File: src/rtl/alu_arbiter_if.sv
// Request/response and ALU-side bus of the shared-ALU arbiter.
// slave: the arbiter; master: the requesters together with the ALU.
interface alu_arbiter_if #(
  parameter int REGISTER_SIZE = 32,
  parameter int NUM_REQ       = 2,
  parameter int IDW           = $clog2(NUM_REQ)
) ();
  logic [NUM_REQ-1:0]               req_valid_i;
  logic [NUM_REQ-1:0]               req_ready_o;
  logic [NUM_REQ*REGISTER_SIZE-1:0] req_data1_i;
  logic [NUM_REQ*REGISTER_SIZE-1:0] req_data2_i;
  logic [NUM_REQ*7-1:0]             req_opcode_i;
  logic [NUM_REQ*3-1:0]             req_func3_i;
  logic [NUM_REQ*7-1:0]             req_func7_i;
  logic [NUM_REQ-1:0]               rsp_valid_o;
  logic [NUM_REQ-1:0]               rsp_ready_i;
  logic [REGISTER_SIZE-1:0]         rsp_result_o;
  logic                             rsp_error_o;
  logic [REGISTER_SIZE-1:0]         alu_data1_o;
  logic [REGISTER_SIZE-1:0]         alu_data2_o;
  logic [6:0]                       alu_opcode_o;
  logic [2:0]                       alu_func3_o;
  logic [6:0]                       alu_func7_o;
  logic [REGISTER_SIZE-1:0]         alu_result_i;
  logic                             alu_error_i;
  logic                             busy_o;
  logic [IDW-1:0]                   grant_id_o;

  modport slave (
    input  req_valid_i, req_data1_i, req_data2_i, req_opcode_i, req_func3_i, req_func7_i,
    input  rsp_ready_i, alu_result_i, alu_error_i,
    output req_ready_o, rsp_valid_o, rsp_result_o, rsp_error_o,
    output alu_data1_o, alu_data2_o, alu_opcode_o, alu_func3_o, alu_func7_o,
    output busy_o, grant_id_o
  );

  modport master (
    output req_valid_i, req_data1_i, req_data2_i, req_opcode_i, req_func3_i, req_func7_i,
    output rsp_ready_i, alu_result_i, alu_error_i,
    input  req_ready_o, rsp_valid_o, rsp_result_o, rsp_error_o,
    input  alu_data1_o, alu_data2_o, alu_opcode_o, alu_func3_o, alu_func7_o,
    input  busy_o, grant_id_o
  );
endinterface

File: src/rtl/alu_arbiter.sv
// Round-robin arbiter sharing one single-cycle ALU between NUM_REQ requesters.
// One transaction in flight: IDLE (accept) -> EXEC (ALU computes) -> RESP (hold until taken).
module alu_arbiter #(
  parameter int REGISTER_SIZE = 32,
  parameter int NUM_REQ       = 2,
  parameter int IDW           = $clog2(NUM_REQ)
) (
  input logic          clk_i,
  input logic          rst_ni,
  alu_arbiter_if.slave bus
);

  typedef enum logic [1:0] {IDLE = 2'd0, EXEC = 2'd1, RESP = 2'd2} state_t;

  state_t                   state_q, state_d;
  logic [IDW-1:0]           last_grant_q;
  logic [IDW-1:0]           grant_q;
  logic [IDW-1:0]           win;
  logic [IDW-1:0]           cand;
  logic                     found;
  logic                     accept;
  logic                     done;
  logic [NUM_REQ-1:0]       req_ready;
  logic [NUM_REQ-1:0]       rsp_valid;
  logic [REGISTER_SIZE-1:0] sel_data1, sel_data2;
  logic [6:0]               sel_opcode, sel_func7;
  logic [2:0]               sel_func3;
  logic [REGISTER_SIZE-1:0] alu_data1_q, alu_data2_q, rsp_result_q;
  logic [6:0]               alu_opcode_q, alu_func7_q;
  logic [2:0]               alu_func3_q;
  logic                     rsp_error_q;

  // Round-robin search: first valid requester after the last owner, wrapping.
  always_comb begin
    win   = '0;
    cand  = '0;
    found = 1'b0;
    for (int unsigned i = 1; i <= NUM_REQ; i++) begin
      cand = IDW'((32'(last_grant_q) + i) % NUM_REQ);
      if (!found && bus.req_valid_i[cand]) begin
        win   = cand;
        found = 1'b1;
      end
    end
  end

  // Operand mux for the winning requester (constant slices per requester).
  always_comb begin
    sel_data1  = '0;
    sel_data2  = '0;
    sel_opcode = '0;
    sel_func3  = '0;
    sel_func7  = '0;
    for (int unsigned k = 0; k < NUM_REQ; k++) begin
      if (win == IDW'(k)) begin
        sel_data1  = bus.req_data1_i[k*REGISTER_SIZE +: REGISTER_SIZE];
        sel_data2  = bus.req_data2_i[k*REGISTER_SIZE +: REGISTER_SIZE];
        sel_opcode = bus.req_opcode_i[k*7 +: 7];
        sel_func3  = bus.req_func3_i[k*3 +: 3];
        sel_func7  = bus.req_func7_i[k*7 +: 7];
      end
    end
  end

  // Next-state and handshake decode; ready is gated by reset so nothing is accepted while held.
  always_comb begin
    state_d   = state_q;
    req_ready = '0;
    rsp_valid = '0;
    accept    = 1'b0;
    done      = 1'b0;
    unique case (state_q)
      IDLE: begin
        if (found && rst_ni) begin
          req_ready[win] = 1'b1;
          accept         = 1'b1;
          state_d        = EXEC;
        end
      end
      EXEC: state_d = RESP;
      RESP: begin
        rsp_valid[grant_q] = 1'b1;
        if (bus.rsp_ready_i[grant_q]) begin
          done    = 1'b1;
          state_d = IDLE;
        end
      end
      default: state_d = IDLE;
    endcase
  end

  // State register.
  always_ff @(posedge clk_i or negedge rst_ni) begin
    if (!rst_ni) state_q <= IDLE;
    else         state_q <= state_d;
  end

  // Operand capture on accept, result capture in EXEC, owner rotation on response completion.
  always_ff @(posedge clk_i or negedge rst_ni) begin
    if (!rst_ni) begin
      last_grant_q <= IDW'(NUM_REQ - 1);
      grant_q      <= '0;
      alu_data1_q  <= '0;
      alu_data2_q  <= '0;
      alu_opcode_q <= '0;
      alu_func3_q  <= '0;
      alu_func7_q  <= '0;
      rsp_result_q <= '0;
      rsp_error_q  <= 1'b0;
    end else begin
      if (accept) begin
        grant_q      <= win;
        alu_data1_q  <= sel_data1;
        alu_data2_q  <= sel_data2;
        alu_opcode_q <= sel_opcode;
        alu_func3_q  <= sel_func3;
        alu_func7_q  <= sel_func7;
      end
      if (state_q == EXEC) begin
        rsp_result_q <= bus.alu_result_i;
        rsp_error_q  <= bus.alu_error_i;
      end
      if (done) last_grant_q <= grant_q;
    end
  end

  assign bus.req_ready_o  = req_ready;
  assign bus.rsp_valid_o  = rsp_valid;
  assign bus.rsp_result_o = rsp_result_q;
  assign bus.rsp_error_o  = rsp_error_q;
  assign bus.alu_data1_o  = alu_data1_q;
  assign bus.alu_data2_o  = alu_data2_q;
  assign bus.alu_opcode_o = alu_opcode_q;
  assign bus.alu_func3_o  = alu_func3_q;
  assign bus.alu_func7_o  = alu_func7_q;
  assign bus.busy_o       = (state_q != IDLE);
  assign bus.grant_id_o   = grant_q;

endmodule
File: src/flat_wrapper.sv
// flat-port wrapper written by rule: the top's interface ports become plain ports
module alu_arbiter_flat 
#(
  parameter int REGISTER_SIZE = 32,
  parameter int NUM_REQ       = 2,
  parameter int IDW           = $clog2(NUM_REQ)
)
  (clk_i, rst_ni, bus_req_valid_i, bus_req_data1_i, bus_req_data2_i, bus_req_opcode_i, bus_req_func3_i, bus_req_func7_i, bus_rsp_ready_i, bus_alu_result_i, bus_alu_error_i, bus_req_ready_o, bus_rsp_valid_o, bus_rsp_result_o, bus_rsp_error_o, bus_alu_data1_o, bus_alu_data2_o, bus_alu_opcode_o, bus_alu_func3_o, bus_alu_func7_o, bus_busy_o, bus_grant_id_o);
  alu_arbiter_if #(.REGISTER_SIZE(REGISTER_SIZE), .NUM_REQ(NUM_REQ), .IDW(IDW)) bus_i ();
  input logic clk_i;
  input logic rst_ni;
  input wire logic [$bits(bus_i.req_valid_i)-1:0] bus_req_valid_i;
  input wire logic [$bits(bus_i.req_data1_i)-1:0] bus_req_data1_i;
  input wire logic [$bits(bus_i.req_data2_i)-1:0] bus_req_data2_i;
  input wire logic [$bits(bus_i.req_opcode_i)-1:0] bus_req_opcode_i;
  input wire logic [$bits(bus_i.req_func3_i)-1:0] bus_req_func3_i;
  input wire logic [$bits(bus_i.req_func7_i)-1:0] bus_req_func7_i;
  input wire logic [$bits(bus_i.rsp_ready_i)-1:0] bus_rsp_ready_i;
  input wire logic [$bits(bus_i.alu_result_i)-1:0] bus_alu_result_i;
  input wire logic [$bits(bus_i.alu_error_i)-1:0] bus_alu_error_i;
  output wire logic [$bits(bus_i.req_ready_o)-1:0] bus_req_ready_o;
  output wire logic [$bits(bus_i.rsp_valid_o)-1:0] bus_rsp_valid_o;
  output wire logic [$bits(bus_i.rsp_result_o)-1:0] bus_rsp_result_o;
  output wire logic [$bits(bus_i.rsp_error_o)-1:0] bus_rsp_error_o;
  output wire logic [$bits(bus_i.alu_data1_o)-1:0] bus_alu_data1_o;
  output wire logic [$bits(bus_i.alu_data2_o)-1:0] bus_alu_data2_o;
  output wire logic [$bits(bus_i.alu_opcode_o)-1:0] bus_alu_opcode_o;
  output wire logic [$bits(bus_i.alu_func3_o)-1:0] bus_alu_func3_o;
  output wire logic [$bits(bus_i.alu_func7_o)-1:0] bus_alu_func7_o;
  output wire logic [$bits(bus_i.busy_o)-1:0] bus_busy_o;
  output wire logic [$bits(bus_i.grant_id_o)-1:0] bus_grant_id_o;
  assign bus_i.req_valid_i = bus_req_valid_i;
  assign bus_i.req_data1_i = bus_req_data1_i;
  assign bus_i.req_data2_i = bus_req_data2_i;
  assign bus_i.req_opcode_i = bus_req_opcode_i;
  assign bus_i.req_func3_i = bus_req_func3_i;
  assign bus_i.req_func7_i = bus_req_func7_i;
  assign bus_i.rsp_ready_i = bus_rsp_ready_i;
  assign bus_i.alu_result_i = bus_alu_result_i;
  assign bus_i.alu_error_i = bus_alu_error_i;
  assign bus_req_ready_o = bus_i.req_ready_o;
  assign bus_rsp_valid_o = bus_i.rsp_valid_o;
  assign bus_rsp_result_o = bus_i.rsp_result_o;
  assign bus_rsp_error_o = bus_i.rsp_error_o;
  assign bus_alu_data1_o = bus_i.alu_data1_o;
  assign bus_alu_data2_o = bus_i.alu_data2_o;
  assign bus_alu_opcode_o = bus_i.alu_opcode_o;
  assign bus_alu_func3_o = bus_i.alu_func3_o;
  assign bus_alu_func7_o = bus_i.alu_func7_o;
  assign bus_busy_o = bus_i.busy_o;
  assign bus_grant_id_o = bus_i.grant_id_o;
  alu_arbiter #(.REGISTER_SIZE(REGISTER_SIZE), .NUM_REQ(NUM_REQ), .IDW(IDW)) u_core (.clk_i(clk_i), .rst_ni(rst_ni), .bus(bus_i));
endmodule
File: config.mk
export PLATFORM = sky130hd
export DESIGN_NAME = alu_arbiter_flat
export DESIGN_NICKNAME = d
export VERILOG_FILES = /design/src/rtl/alu_arbiter_if.sv /design/src/rtl/alu_arbiter.sv /design/src/flat_wrapper.sv
export SDC_FILE = /design/constraint.sdc
export NUM_CORES = 1
export LEC_CHECK = 0
export BUFFER_PORTS_ARGS = -buffer_cell sky130_fd_sc_hd__buf_4
export CORE_ASPECT_RATIO = 0.5
export CORE_MARGIN = 1
export CORE_UTILIZATION = 40
export DETAILED_ROUTE_END_ITERATION = 10
export GPL_ROUTABILITY_DRIVEN = 0
export PLACE_DENSITY = 0.87
export REMOVE_ABC_BUFFERS = 1
export SLEW_MARGIN = 20
export SYNTH_ARGS = -nofsm -noshare
export SYNTH_HDL_FRONTEND = slang
export SYNTH_SLANG_ARGS = --single-unit
File: constraint.sdc
create_clock -name clk_i -period 1.5 [get_ports clk_i]
set_clock_uncertainty 0.1 [all_clocks]
set_input_delay 0.3 -clock clk_i [delete_from_list [all_inputs] [get_ports clk_i]]
set_output_delay 0.3 -clock clk_i [all_outputs]
set_load 0.01 [all_outputs]
==> results.md <==
* Fraction of layout cells with a size suffix above 1 at 0.6583
* Yosys warns at 0
* Pre-antenna DRT Iters at 5
* Top Ports at 321
* Violated checks: hold timing, setup timing
* Synthesized instance count at 463
* CP Buf/Inv Count at 3
* Critical Path RT at 1.10 ns
* # rows at 30
* Worst VDD drop at 0.001074 V
* Die width at 170.8 um
* Dpl hpwl at 12730 um
* CP endpoint kind: primary output
* Most common cell after layout, fill and taps aside: buf_4
* Final setup viols at 122
* Crit-path cells: buf_6 > nor3b_4 > and3_4 > buf_12 > buf_6
* Final worst path period need at 2.048 ns
* Post-route ant nets at 0
* Achievable Freq at 0.4884 GHz
* Sequential area share after synthesis at 0.5182
* Hold_ws at -0.1145 ns
* First-pass GRT wire length at 32940 um
* Worst hold path class: input port to async pin
* Max_cap viols at 0
* Die height at 86.42 um
* Final Max Slew Viols at 0
* Cell Area, Synth at 5700 um^2
* #FFs+latches synth at 118
* Nets at 1029
* Status: finished with violations
* Crit path kind: flop to primary output
* CTS Root Cell: clkbuf_16
* # fillers at 875
* Cells on worst reg2reg path at 7
* Non-filler cells, final at 1032
* Antenna violations before repair at 0
* Vias in the first global route at 5756
* Leak pwr at 4.825 nW
* Initial Utilization at 0.4149
* Total CTS buffers at 17
* Distinct cells, synth at 27
* Avg Cell Area, Syn at 12.31 um^2
* Port Buffers at 320
* Top post-synthesis cells by area: dfrtp_1 (51%), a221o_1 (14%), nor3_2 (14%)
* Clock Sinks at 118
* Clock transition at path regs at 0.06 ns
* 1st-iter DRT viols at 468
* Die Footprint at 14760 um^2
* Routed len/inst at 21.71 um
* Worst Path Max Fanout at 3
* Most frequent cells in the layout: buf_4 (337), dfrtp_1 (117), nand2_1 (82), a221o_1 (80), nor3_2 (62)
* Number of cells on the critical path at 5
* Final core occ at 0.7416
* Largest net degree at the start of global routing at 83
* Count of final hold-check violations at 35
* Startpoint Class: flop
* RSZ-0062 raised after global routing: yes
* Relative slew slack at 0.6617
* CTS max path bufs at 2
* Crit path max-delay family: simple AND/OR/NAND/NOR gates
* Share of the synthesized area in the top cell type at 0.5136
* Layout area overhead at 78.73%
* Most common cell on crit path: buf_6
* Slowest library cell on the worst path: dfrtp_1
* Pwr per Cell Area at 1912 nW/um^2
* Insertion delay to the later sink of the worst-skew pair at 0.41 ns
* Total gr overflow at 0
* Area leader, netlist: dfrtp_1
* Arr. time, crit path at 1.65 ns
* Max incr delay on CP at 0.40 ns
* Total GRT Usage at 0.2988
* Post-route DRC at 0
* Final worst path period share at 1.365
* CTS HTree Levels at 4
* DR vias at 5719
* CORE AREA at 13740 um^2
* Actual slew at the worst max-slew pin at 0.5075 ns
* Final WS setup at -0.5477 ns
* Diode count at 0
* Vias per cell at 5.542
* TritonCTS clock tree: done
* Drt total wl at 22400 um
* Total placed cells including tap cells at 958
-- state kept, by name, indices dropped and copies added, names as in the netlist, 2 cells and up --
name                     cells
u_core.bus.alu_data1_o      32
u_core.bus.alu_data2_o      32
u_core.bus.rsp_result_o     32
u_core.bus.alu_func7_o       7
u_core.bus.alu_opcode_o      7
u_core.bus.alu_func3_o       3
u_core.state_q               2
-- cells in the mapped netlist --
cell type,count
dfrtp_1,117
nand2_1,83
nor3b_2,1
clkbuf_1,15
dfstp_2,1
nor3b_1,1
or3b_1,1
and3_4,1
nor2b_1,2
a221o_2,1
buf_6,2
or2_2,1
a221o_1,80
inv_1,1
buf_2,24
nor3_1,2
o21ai_1,1
a22o_1,1
nor3_2,79
mux2_2,34
buf_8,8
nor2_1,1
a21o_1,2
and2_1,1
or2b_1,1
o21ai_0,1
nand2b_1,1
-- path summary, 6_finish.rpt --
kind	start	to	slack [ns]
max in group asynchronous	rst_ni	u_core.bus.alu_data2_o[19]$_DFFE_PN0P_	0.58
max reg2reg	u_core.state_q[1]$_DFFE_PN0P_	u_core.bus.alu_data2_o[25]$_DFFE_PN0P_	-0.50
max	u_core.state_q[1]$_DFFE_PN0P_	bus_req_ready_o[1]	-0.55
min	rst_ni	u_core.bus.alu_data2_o[6]$_DFFE_PN0P_	-0.11
min reg2reg	u_core.bus.rsp_result_o[12]$_DFFE_PN0N_	u_core.bus.rsp_result_o[12]$_DFFE_PN0N_	0.40
min in group clk_i	bus_req_data2_i[38]	u_core.bus.alu_data2_o[6]$_DFFE_PN0P_	0.02
-- power by group --
group	internal (mW)	total [mW]	switching, mW	leakage (nW)
registers	4.73	5.72	0.993	1.44
logic	5.62	9.69	4.07	3.12
clock network	2.45	4.06	1.61	0.268
total	12.8	19.5	6.67	4.82
-- logic make-up after synthesis --
logic type | count (synthesis) | synth area share
muxes | 34 | 0.06716
buffers and inverters | 50 | 0.05663
AOI/OAI and AO/OA | 86 | 0.1484
and+or+nand+nor | 175 | 0.2096
DFF | 118 | 0.5182
-- layer usage --
metal / up-vias / global-route usage / wire length, um
li1: 2477 / - / -
met1: 2831 / 0.3962 / 9265
met2: 338 / 0.4772 / 10670
met3: 73 / 0.06530 / 1583
met4: 0 / 0.1282 / 885
met5: - / 0 / 0
-- area by class of cell --
cell class / instances / area [um^2] / area share
clock buffer: 17 / 425.4 / 0.04175
sequential: 118 / 2954 / 0.2899
timing repair buffer: 395 / 3814 / 0.3743
multi-input combinational: 295 / 2596 / 0.2548
clock inverter: 14 / 155.1 / 0.01523
tap: 192 / 240.2 / 0.02358
inverter: 1 / 3.754 / 0.0003684
-- worst register-to-register path, stage by stage, from the launching register on --
cell and delay, ns:
dfrtp_1 0.40, buf_6 0.13, nor3b_4 0.24, buf_4 0.16
o21ai_4 0.07, buf_12 0.14, bufbuf_16 0.27, a221o_1 0.35
-- metrics by stage --
stage	hold slack [ns]	power, mW	worst slack, ns	cell area [um^2]	setup TNS, ns
after floorplan	-0.09559	8.974	-4.644	5381	-376.18
after global placement	0.3067	12.99	-0.1996	8486	-4.854
after detailed placement	0.3091	13.18	-0.2097	8486	-6.626
after CTS	-0.1127	19.29	-0.5100	10130	-37.13
after global routing	-0.07877	20.26	-0.5818	10190	-43.25
final	-0.1145	19.48	-0.5477	10190	-39.39
-- timing repair --
action / 4_1_cts / 5_1_grt
resized for setup: 64 / 6
hold endpoints to repair: 35 / 35
setup endpoints to repair: 100 / 122
buffers inserted: 18 / 4
cloned: 22 / 2
pin swaps: 36 / 14
(Power assumes the default switching activity.)
